--- src/rtl/core_ex_commit_pkg.sv ---
// rtl/core_ex_commit_pkg.sv - shared types and constants for the commit/trap controller
package core_ex_commit_pkg;

    localparam int CORE_XLEN = 32;

    typedef enum logic [1:0] {
        CMT_ST_IDLE  = 2'd0,
        CMT_ST_TRAP  = 2'd1,
        CMT_ST_MRET  = 2'd2,
        CMT_ST_FLUSH = 2'd3
    } cmt_state_e;

    // Low bits of mcause; the interrupt flag sits in the top bit
    localparam logic [3:0] CAUSE_INSTR_MISALIGN = 4'd0;
    localparam logic [3:0] CAUSE_ILLEGAL_INSTR  = 4'd2;
    localparam logic [3:0] CAUSE_BREAKPOINT     = 4'd3;
    localparam logic [3:0] CAUSE_LD_MISALIGN    = 4'd4;
    localparam logic [3:0] CAUSE_ST_MISALIGN    = 4'd6;
    localparam logic [3:0] CAUSE_ECALL_M        = 4'd11;
    localparam logic [3:0] CAUSE_M_EXT_IRQ      = 4'd11;

    localparam int MSTATUS_MIE    = 3;
    localparam int MSTATUS_MPIE   = 7;
    localparam int MSTATUS_MPP_LO = 11;
    localparam int MSTATUS_MPP_HI = 12;

endpackage

--- src/rtl/core_trap_cause_enc.sv ---
// rtl/core_trap_cause_enc.sv - priority encoder from retire flags to trap/mret/cause
module core_trap_cause_enc
    import core_ex_commit_pkg::*;
#(
    parameter int XLEN = CORE_XLEN
) (
    input  logic            irq,
    input  logic            ifu_misalgn,
    input  logic            ilegl,
    input  logic            ebreak,
    input  logic            ecall,
    input  logic            ld_misalgn,
    input  logic            st_misalgn,
    input  logic            mret_flag,
    output logic            trap,
    output logic            mret,
    output logic [XLEN-1:0] cause
);

    always_comb begin
        trap  = 1'b1;
        mret  = 1'b0;
        cause = '0;
        if (irq) begin
            cause           = XLEN'(CAUSE_M_EXT_IRQ);
            cause[XLEN-1]   = 1'b1;
        end else if (ifu_misalgn) begin
            cause = XLEN'(CAUSE_INSTR_MISALIGN);
        end else if (ilegl) begin
            cause = XLEN'(CAUSE_ILLEGAL_INSTR);
        end else if (ebreak) begin
            cause = XLEN'(CAUSE_BREAKPOINT);
        end else if (ecall) begin
            cause = XLEN'(CAUSE_ECALL_M);
        end else if (ld_misalgn) begin
            cause = XLEN'(CAUSE_LD_MISALIGN);
        end else if (st_misalgn) begin
            cause = XLEN'(CAUSE_ST_MISALIGN);
        end else begin
            trap = 1'b0;
            mret = mret_flag;
        end
    end

endmodule

--- src/rtl/core_ex_commit.sv ---
// rtl/core_ex_commit.sv - commit/trap controller sequencing CSR writes and fetch redirect
module core_ex_commit
    import core_ex_commit_pkg::*;
#(
    parameter int XLEN = CORE_XLEN
) (
    input  logic            clk,
    input  logic            rst,
    input  logic            cmt_valid,
    output logic            cmt_ready,
    input  logic [XLEN-1:0] cmt_pc,
    input  logic            cmt_ifu_misalgn,
    input  logic            cmt_ilegl,
    input  logic            cmt_ecall,
    input  logic            cmt_ebreak,
    input  logic            cmt_ld_misalgn,
    input  logic            cmt_st_misalgn,
    input  logic            cmt_mret,
    input  logic            ext_irq,
    output logic            cmt_wb_en,
    input  logic [XLEN-1:0] csr_mstatus_r,
    input  logic [XLEN-1:0] csr_mtvec_r,
    input  logic [XLEN-1:0] csr_mepc_r,
    output logic            cmt_mstatus_en,
    output logic            cmt_mcause_en,
    output logic            cmt_mepc_en,
    output logic [XLEN-1:0] cmt_mstatus,
    output logic [XLEN-1:0] cmt_mcause,
    output logic [XLEN-1:0] cmt_mepc,
    output logic            flush_req,
    output logic [XLEN-1:0] flush_pc,
    input  logic            flush_ack
);

    cmt_state_e      state_q, state_d;
    logic [XLEN-1:0] cause_q, pc_q, target_q;
    logic            transfer, enc_trap, enc_mret;
    logic [XLEN-1:0] enc_cause, trap_target;

    assign transfer = cmt_valid & cmt_ready;

    core_trap_cause_enc #(.XLEN(XLEN)) u_cause_enc (
        .irq         (ext_irq & csr_mstatus_r[MSTATUS_MIE]),
        .ifu_misalgn (cmt_ifu_misalgn),
        .ilegl       (cmt_ilegl),
        .ebreak      (cmt_ebreak),
        .ecall       (cmt_ecall),
        .ld_misalgn  (cmt_ld_misalgn),
        .st_misalgn  (cmt_st_misalgn),
        .mret_flag   (cmt_mret),
        .trap        (enc_trap),
        .mret        (enc_mret),
        .cause       (enc_cause)
    );

    // Vectored mode only redirects interrupts; exceptions always use the base
    always_comb begin
        trap_target = {csr_mtvec_r[XLEN-1:2], 2'b00};
        if (csr_mtvec_r[1:0] == 2'b01 && cause_q[XLEN-1])
            trap_target = trap_target + XLEN'(4 * 11);
    end

    always_comb begin
        state_d        = state_q;
        cmt_ready      = 1'b0;
        cmt_wb_en      = 1'b0;
        cmt_mstatus_en = 1'b0;
        cmt_mcause_en  = 1'b0;
        cmt_mepc_en    = 1'b0;
        cmt_mstatus    = '0;
        cmt_mcause     = '0;
        cmt_mepc       = '0;
        flush_req      = 1'b0;
        flush_pc       = '0;
        case (state_q)
            CMT_ST_IDLE: begin
                cmt_ready = 1'b1;
                cmt_wb_en = transfer & ~(enc_trap | enc_mret);
                if (transfer && enc_trap)
                    state_d = CMT_ST_TRAP;
                else if (transfer && enc_mret)
                    state_d = CMT_ST_MRET;
            end
            CMT_ST_TRAP: begin
                cmt_mstatus_en = 1'b1;
                cmt_mcause_en  = 1'b1;
                cmt_mepc_en    = 1'b1;
                cmt_mcause     = cause_q;
                cmt_mepc       = {pc_q[XLEN-1:1], 1'b0};
                cmt_mstatus    = csr_mstatus_r;
                cmt_mstatus[MSTATUS_MPIE]                  = csr_mstatus_r[MSTATUS_MIE];
                cmt_mstatus[MSTATUS_MIE]                   = 1'b0;
                cmt_mstatus[MSTATUS_MPP_HI:MSTATUS_MPP_LO] = 2'b11;
                state_d = CMT_ST_FLUSH;
            end
            CMT_ST_MRET: begin
                cmt_mstatus_en = 1'b1;
                cmt_mstatus    = csr_mstatus_r;
                cmt_mstatus[MSTATUS_MIE]                   = csr_mstatus_r[MSTATUS_MPIE];
                cmt_mstatus[MSTATUS_MPIE]                  = 1'b1;
                cmt_mstatus[MSTATUS_MPP_HI:MSTATUS_MPP_LO] = 2'b11;
                state_d = CMT_ST_FLUSH;
            end
            CMT_ST_FLUSH: begin
                flush_req = 1'b1;
                flush_pc  = target_q;
                if (flush_ack)
                    state_d = CMT_ST_IDLE;
            end
            default: state_d = CMT_ST_IDLE;
        endcase
    end

    always_ff @(posedge clk or posedge rst) begin
        if (rst) begin
            state_q  <= CMT_ST_IDLE;
            cause_q  <= '0;
            pc_q     <= '0;
            target_q <= '0;
        end else begin
            state_q <= state_d;
            if (transfer && enc_trap) begin
                cause_q <= enc_cause;
                pc_q    <= cmt_pc;
            end
            if (state_q == CMT_ST_TRAP)
                target_q <= trap_target;
            else if (state_q == CMT_ST_MRET)
                target_q <= csr_mepc_r;
        end
    end

endmodule

--- config.mk ---
export PLATFORM = sky130hd
export DESIGN_NAME = core_ex_commit
export DESIGN_NICKNAME = d
export VERILOG_FILES = /design/src/rtl/core_ex_commit_pkg.sv /design/src/rtl/core_trap_cause_enc.sv /design/src/rtl/core_ex_commit.sv
export SDC_FILE = /design/constraint.sdc
export NUM_CORES = 1
export LEC_CHECK = 0
export BUFFER_PORTS_ARGS = -buffer_cell sky130_fd_sc_hd__buf_2
export CAP_MARGIN = 10
export CORE_ASPECT_RATIO = 1.1
export CORE_MARGIN = 2
export CORE_UTILIZATION = 41
export CTS_BUF_LIST = sky130_fd_sc_hd__clkbuf_4 sky130_fd_sc_hd__clkbuf_8
export DETAILED_ROUTE_END_ITERATION = 8
export PLACE_DENSITY_LB_ADDON = 0.08
export SETUP_SLACK_MARGIN = 0.1
export SKIP_CTS_REPAIR_TIMING = 1
export SYNTH_ARGS = -nofsm -noshare
export SYNTH_HDL_FRONTEND = slang
export SYNTH_SLANG_ARGS = --single-unit
export TNS_END_PERCENT = 5
--- constraint.sdc ---
create_clock -name clk -period 2 [get_ports clk]
set_input_delay 0.4 -clock clk [delete_from_list [all_inputs] [get_ports clk]]
set_output_delay 0.4 -clock clk [all_outputs]
set_load 0.005 [all_outputs]
-- After elaboration in Yosys (flattened, before gate mapping)
Index checks and enable logic that the tools add are counted.
- bits in registers: 98
- bits of input ports: 140
- output and inout bits: 134
- logic and storage cells: 60
- $add $sub $neg: 1
- equality and inequality tests: 6
- muxes and demuxes: 37
- bitwise operators: 5
- reduce and logical (&&, ||, !) cells: 7
- operators with widths (cell ; count):
    32-bit two-way mux ; 12
    32-bit case mux with 2 select lines ; 1
    32-bit by 6-bit adder with 32-bit output, second input constant ; 1
    1-bit two-way mux ; 19
    2-bit two-way mux ; 3
    2-bit case mux with 3 select lines ; 1
    2-bit by 1-bit == test with 1-bit output, second input constant ; 2
    2-bit == test, second input constant ; 2
    1-bit bitwise AND ; 3
    1-bit logical AND ; 3
    3-bit two-way mux ; 1
    3-bit != test, second input constant ; 1
    2-bit logical NOT ; 1
    2-bit != test, second input constant ; 1
    2-bit AND reduction ; 1
    2-bit nonzero test ; 1
    2-bit OR reduction ; 1
    1-bit NOT ; 1
    1-bit OR ; 1

-- Longest topological paths before layout
Gate-level depths: netlist of the first run.
- depth after elaboration: 11
- gate-level depth with buffers: 8
- mapped depth without buffers: 7

-- Cells and area by module
Synthesis of the first run repeated with hierarchy kept, for this count alone.
- cells, all modules: 565
- area total of the unflattened synthesis: 5736.8 µm²
- by module, submodules not included (module ; times used ; cells an instance ; area each (µm²)):
    core_ex_commit ; 1 ; 522 ; 5435.2
    core_trap_cause_enc ; 1 ; 43 ; 301.5

-- Worst setup path after synthesis of the first run
Ideal clock, no wire load.
- path type: register to output
- from: register state_q[1]
- to: output cmt_mepc[18]
- data arrival time: 1.635 ns
- required time: 1.600 ns
- slack: -0.035 ns
- cell stages (with the launch flop): 7
- path buffers: 3
- path through: dfrtp_1 inv_1 ha_1 clkbuf_1 buf_1 clkbuf_1 and2_1
- word-level cells in the longest chain between the ends: 2
- ends and longest elaborated chain (element ; RTL line ; text):
    start: declaration ; core_ex_commit.sv:35 ; cmt_state_e state_q, state_d;
    start signal: assignment ; core_ex_commit.sv:121 ; state_q <= state_d;
    2-bit by 1-bit == test with 1-bit output ; core_ex_commit.sv:75 ; case (state_q)
    32-bit two-way mux ; core_ex_commit.sv:75 ;
    end: declaration ; core_ex_commit.sv:29 ; output logic [XLEN-1:0] cmt_mepc,
Every way passes these cells.

-- Worst setup path after layout of the first run
- from: register state_q[1]
- to: output cmt_mstatus[8]
- word-level cells in the longest chain between the ends: 2
- ends and longest elaborated chain (element ; RTL line ; text):
    2-bit == test / 2-bit by 1-bit == test with 1-bit output (equally long branches) ; core_ex_commit.sv:75 ;
    32-bit case mux with 2 select lines * ; core_ex_commit.sv:75 ;
    end: declaration ; core_ex_commit.sv:27 ; output logic [XLEN-1:0] cmt_mstatus,
Mark *: on every way between the ends. The rest lies on a longest branch, timed or not.

==> results of run 1 <==
[critical path, stage by stage, from the launching register on]
cell	delay, ns
dfrtp_1	0.37
inv_2	0.05
buf_6	0.12
ha_4	0.17
buf_6	0.13
o21a_4	0.22
and2_1	0.16
buf_2	0.12
[synth_stat cells (all sizes together), types with 4 or more instances]
| master | number | share of area |
|---|---|---|
| and3 | 7 | 0.0099 |
| nor2b | 27 | 0.037 |
| mux2 | 36 | 0.089 |
| o21ai | 29 | 0.032 |
| ha | 6 | 0.017 |
| nand4 | 18 | 0.028 |
| inv | 9 | 0.0074 |
| clkbuf | 19 | 0.019 |
| buf | 39 | 0.062 |
| nand3 | 11 | 0.012 |
| nor2 | 14 | 0.012 |
| nand2 | 13 | 0.011 |
| xor2 | 21 | 0.040 |
| xnor2 | 4 | 0.0077 |
| and2 | 99 | 0.14 |
| mux2i | 4 | 0.0088 |
| dfrtp | 70 | 0.39 |
| a21oi | 34 | 0.038 |
[sequential cells by signal, indices dropped and copies added, names as in the netlist]
register / cells
cause_q: 5
target_q: 32
pc_q: 31
state_q: 2
[path summary, 6_finish.rpt]
path / from / to / slack [ns] / cells past startpoint
min in group clk: csr_mepc_r[1] / target_q[1]$_DFFE_PP0P_ / 0.26 / 3
setup reg to reg: state_q[1]$_DFFE_PP0P_ / pc_q[23]$_DFFE_PP0P_ / 0.13 / 5
setup / recovery: state_q[1]$_DFFE_PP0P_ / cmt_mstatus[8] / -0.09 / 7
hold reg to reg: cause_q[2]$_DFFE_PP0P_ / cause_q[2]$_DFFE_PP0P_ / 0.50 / 1
hold / removal: rst / target_q[1]$_DFFE_PP0P_ / 0.16 / 3
max in group asynchronous: rst / state_q[0]$_DFFE_PP0P_ / 1.40 / 3
[area by class of cell]
class / count / area share
Clock inverter: 7 / 0.0117
Inverter: 9 / 0.00556
Tap cell: 147 / 0.0273
Multi-Input combinational cell: 383 / 0.407
Timing Repair Buffer: 273 / 0.270
Clock buffer: 9 / 0.0184
Sequential cell: 70 / 0.260
[cells by family after synthesis]
logic type               synth area share
AO/OA/AOI/OAI                      0.0842
XOR/XNOR                           0.0481
adder cells (fa/ha/maj)            0.0165
buffers and inverters              0.0878
flip-flops                          0.385
multiplexers                       0.0979
other                            0.000825
AND/OR/NAND/NOR                     0.280
[report_power, final]
group	total [W]	internal (W)	switching, W
Sequential	0.00249	0.00216	0.000327
Clock	0.00119	0.000589	0.000604
Combinational	0.00610	0.00339	0.00271
Total	0.00978	0.00614	0.00364
[metal layers]
metal,up-vias,GRT usage,part of all wire
met3,17,0.0620,0.079
met4,0,0.0595,0.014
met1,2041,0.251,0.41
met5,-,0,0
li1,2116,-,-
met2,153,0.330,0.49
[stage by stage]
stage / instances / util / power, W / worst slack (ns)
2_1_floorplan: 516 / - / 0.00537 / -0.0353
4_1_cts: 883 / 0.559 / 0.00812 / -0.475
6_report: 898 / 0.621 / 0.00978 / -0.0946
5_1_grt: 898 / 0.621 / 0.0105 / -0.183
3_3_place_gp: 867 / 0.541 / 0.00677 / -0.108
3_5_place_dp: 867 / 0.541 / 0.00690 / -0.150
==> impl_results.md, run 1 <==
* Status: finished with violations
* Failing checks: setup timing
* Worst vdd ir at 793 uV
* CTS H-tree lvls at 3
* Period utilization at 1.05
* WL/cell at 15.8 um
* Sequential element share of the synthesized area at 0.385
* Worst-path fanout max at 7
* Clock sinks at 70
* First-pass GRT wire length at 19,200 um
* Vias in the first global route at 3,965
* Fillers at 975
* Min Hold Slack at 0.156 ns
* Tightest Pin Transition at 0.687 ns
* TritonRoute pass-1 iters at 4
* Post-synthesis register bit count at 70
* Gate Count Post-Synth at 489
* Critical setup path kind: flip-flop to primary output
* Asr flop ratio synth at 1.00
* DR vias at 4,327
* Worst skew pair latency at 0.35 ns
* Die area at 12,000 sq um
* Post-synth EDFFs at 0
* Area grow syn2layout at 48.3%
* Die X at 104 um
* Clock root buffer master: clkbuf_8
* Total CTS buffers at 9
* Post-synthesis area per instance at 9.30 sq um
* Max cap viols at 0
* Peak Freq at 477 MHz
* Layout cell share with drive strength beyond 1 at 0.511
* HPWL Detailed at 9210 um
* Gr usage total at 0.199
* Clk slew on worst S/H paths at 0.08 ns
* Port Buffer Count at 242
* Rel. slew slack at 0.541
* CTS tree: built
* Slew Viols, Final at 0
* Die Ht at 114 um
* Critical Path End Type: primary output
* Commonest non-fill, non-tap cells in the layout: buf_2 (207), dfrtp_1 (70), and2_1 (62)
* Synth Flop Type: dfrtp_1
* Tmin final at 2.09 ns
* Multi-input logic area at 2750 sq um
* CP Launch Type: flip-flop
* Placed cell areas at 5870 sq um
* Pin count of the biggest net entering global routing at 58
* Setup violations, final at 58
* Power density over the cells at 1450 nW/um^2
* Io pins at 274
* Fin. Hold Viols at 0
* Post-layout worst setup margin at -0.0946 ns
* Synthesized area at 4550 sq um
* Initial core utilization at 0.419
* Number of synthesis warnings at 0
* Critical Path RT at 1.60 ns
* Via density at 4.82
* Yosys cell types at 46
* Core Box Area at 10,900 sq um
* Crit path DAT at 1.69 ns
* DRC Markers at 0
* Fin area at 6750 sq um
* # diodes at 0
* Setup Skew at 0.00941 ns
* Row count at 40
* Unrepaired setup endpoints after global routing: true
* Antenna Nets Post-Route at 0
* Reg area at 1750 sq um
* Clock Tree Buf Depth at 2
* Most common cell after layout, fill and taps aside: buf_2
* Leak pwr at 3.39 nW
* Total negative slack at -3.46 ns
* Routability cong. at 0.780
* Aggregate global routing overflow at 0
* Initial antenna violation count at 1
* WL final at 14,200 um
* Post-layout nets at 892
* DRT iter0 DRCs at 130
* Min-delay worst type: primary input to async pin
(Power assumes the default switching activity.)
==> inputs of run 2 (changes only) <==
Settings changed: PLACE_DENSITY set to 0.8, PLACE_DENSITY_LB_ADDON 0.08 to unset.
Clock period 2 ns to 1.9 ns, I/O delays scaled along.
==> impl_results.md, run 2 (same netlist as run 1, synthesis figures left out) <==
* Status: finished with violations
* Failing checks: setup timing
* Initial antenna violation count at 0 (-1)
* Final core utilization at 0.593 (-0.0279)
* Slew Viols, Final at 0 (unchanged)
* Max FFs per register at 32 (unchanged)
* Power density over the cells at 1480 nW/um^2 (+1.7%)
* Clk slew on worst S/H paths at 0.10 ns (+0.02 ns)
* Port Buffer Count at 242 (unchanged)
* # diodes at 0 (unchanged)
* Post-layout nets at 883 (-1.0%)
* Die X at 104 um (unchanged)
* Antenna Nets Post-Route at 0 (unchanged)
* Vias in the first global route at 3,927 (-0.96%)
* Fillers at 969 (-0.62%)
* Critical setup path kind: flip-flop to primary output
* Layout cell share with drive strength beyond 1 at 0.482 (-0.0288)
* TritonRoute pass-1 iters at 6 (+2)
* Total CTS buffers at 9 (unchanged)
* Placed cell areas at 5930 sq um (+1.0%)
* Critical Path RT at 1.52 ns (-0.08 ns)
* Clock Tree Buf Depth at 2 (unchanged)
* Total negative slack at -4.44 ns (-0.985 ns)
* CTS H-tree lvls at 3 (unchanged)
* Area grow syn2layout at 41.7%
* Most common cell after layout, fill and taps aside: buf_2
* HPWL Detailed at 8960 um (-2.7%)
* Die area at 12,000 sq um (unchanged)
* Clock root buffer master: clkbuf_8
* First-pass GRT wire length at 18,400 um (-4.2%)
* Row count at 40 (unchanged)
* Critical Path End Type: primary output
* Peak Freq at 498 MHz
* Initial core utilization at 0.419 (unchanged)
* Io pins at 274 (unchanged)
* Crit path DAT at 1.63 ns (-0.06 ns)
* WL/cell at 14.3 um (-9.4%)
* Aggregate global routing overflow at 0 (unchanged)
* Core Box Area at 10,900 sq um (unchanged)
* Post-layout worst setup margin at -0.109 ns (-0.0146 ns)
* Fin area at 6440 sq um (-4.5%)
* Multi-input logic area at 2660 sq um (-3.1%)
* Unrepaired setup endpoints after global routing: true
* Leak pwr at 3.25 nW (-4.0%)
* Tmin final at 2.01 ns
* Die Ht at 114 um (unchanged)
* Clock sinks at 70 (unchanged)
* DRT iter0 DRCs at 165 (+27%)
* DRC Markers at 0 (unchanged)
* Gr usage total at 0.192 (-0.00766)
* DR vias at 4,230 (-2.2%)
* Worst-path fanout max at 7 (unchanged)
* Min-delay worst type: primary input to async pin
* Max cap viols at 0 (unchanged)
* Fin. Hold Viols at 0 (unchanged)
* Biggest register: target_q
* Setup Skew at 0.0141 ns (+0.00467 ns)
* CTS tree: built
* Period utilization at 1.06
* WL final at 12,700 um (-10%)
* Via density at 4.76 (-1.3%)
* Biggest regs: target_q (32), pc_q (31), cause_q (5)
* CP Launch Type: flip-flop
* Min Hold Slack at 0.111 ns (-0.0452 ns)
* Pin count of the biggest net entering global routing at 71 (+22%)
* Setup violations, final at 96 (+66%)
* Worst vdd ir at 839 uV (+5.8%)
* Reg area at 1750 sq um (unchanged)
* Routability cong. at 0.773 (-0.86%)
* Commonest non-fill, non-tap cells in the layout: buf_2 (225), and2_1 (82), dfrtp_1 (70)
* Worst skew pair latency at 0.35 ns (about the same)
run 2: layout make-up:
type	instances	area share
Multi-Input combinational cell	382	0.413
Sequential cell	70	0.272
Timing Repair Buffer	265	0.250
Tap cell	147	0.0285
Clock buffer	9	0.0192
Clock inverter	7	0.0111
Inverter	9	0.00621
run 2: path summary, 6_finish.rpt:
kind	startpoint	to	slack [ns]	depth (start not counted)
worst min register to register	cause_q[2]$_DFFE_PP0P_	cause_q[2]$_DFFE_PP0P_	0.50	1
worst max-delay path	state_q[0]$_DFFE_PP0P_	cmt_mstatus[22]	-0.11	5
min in group clk	csr_mepc_r[8]	target_q[8]$_DFFE_PP0P_	0.24	3
max in group asynchronous	rst	cause_q[1]$_DFFE_PP0P_	1.48	3
worst max register to register	state_q[0]$_DFFE_PP0P_	target_q[22]$_DFFE_PP0P_	0.12	7
worst min-delay path	rst	target_q[2]$_DFFE_PP0P_	0.11	3
run 2: per-layer routing:
metal  vias up  GRT usage  part of all wire
li1       2087          -                 -
met1      1979      0.235              0.41
met2       150      0.327              0.51
met3        14     0.0489             0.065
met4         0     0.0694             0.015
met5         -          0                 0
run 2: critical path, cell delays in order, from the launching register on:
cell,delay (ns)
dfrtp_1,0.42
buf_6,0.14
ha_4,0.20
o21a_4,0.23
and2_1,0.17
buf_2,0.13
run 2: through the flow:
step	worst slack, ns	cells	power (W)
after floorplan	-0.115	516	0.00565
after global placement	-0.0442	868	0.00726
after detailed placement	-0.0788	868	0.00741
after CTS	-0.482	884	0.00866
after global routing	-0.189	889	0.0102
final	-0.109	889	0.00951
run 2: where the power goes:
part / leakage (nW) / total [W] / switching (W) / internal (W)
Sequential: 0.835 / 0.00261 / 0.000334 / 0.00227
Clock: 0.103 / 0.00122 / 0.000697 / 0.000525
Combinational: 2.32 / 0.00568 / 0.00265 / 0.00303
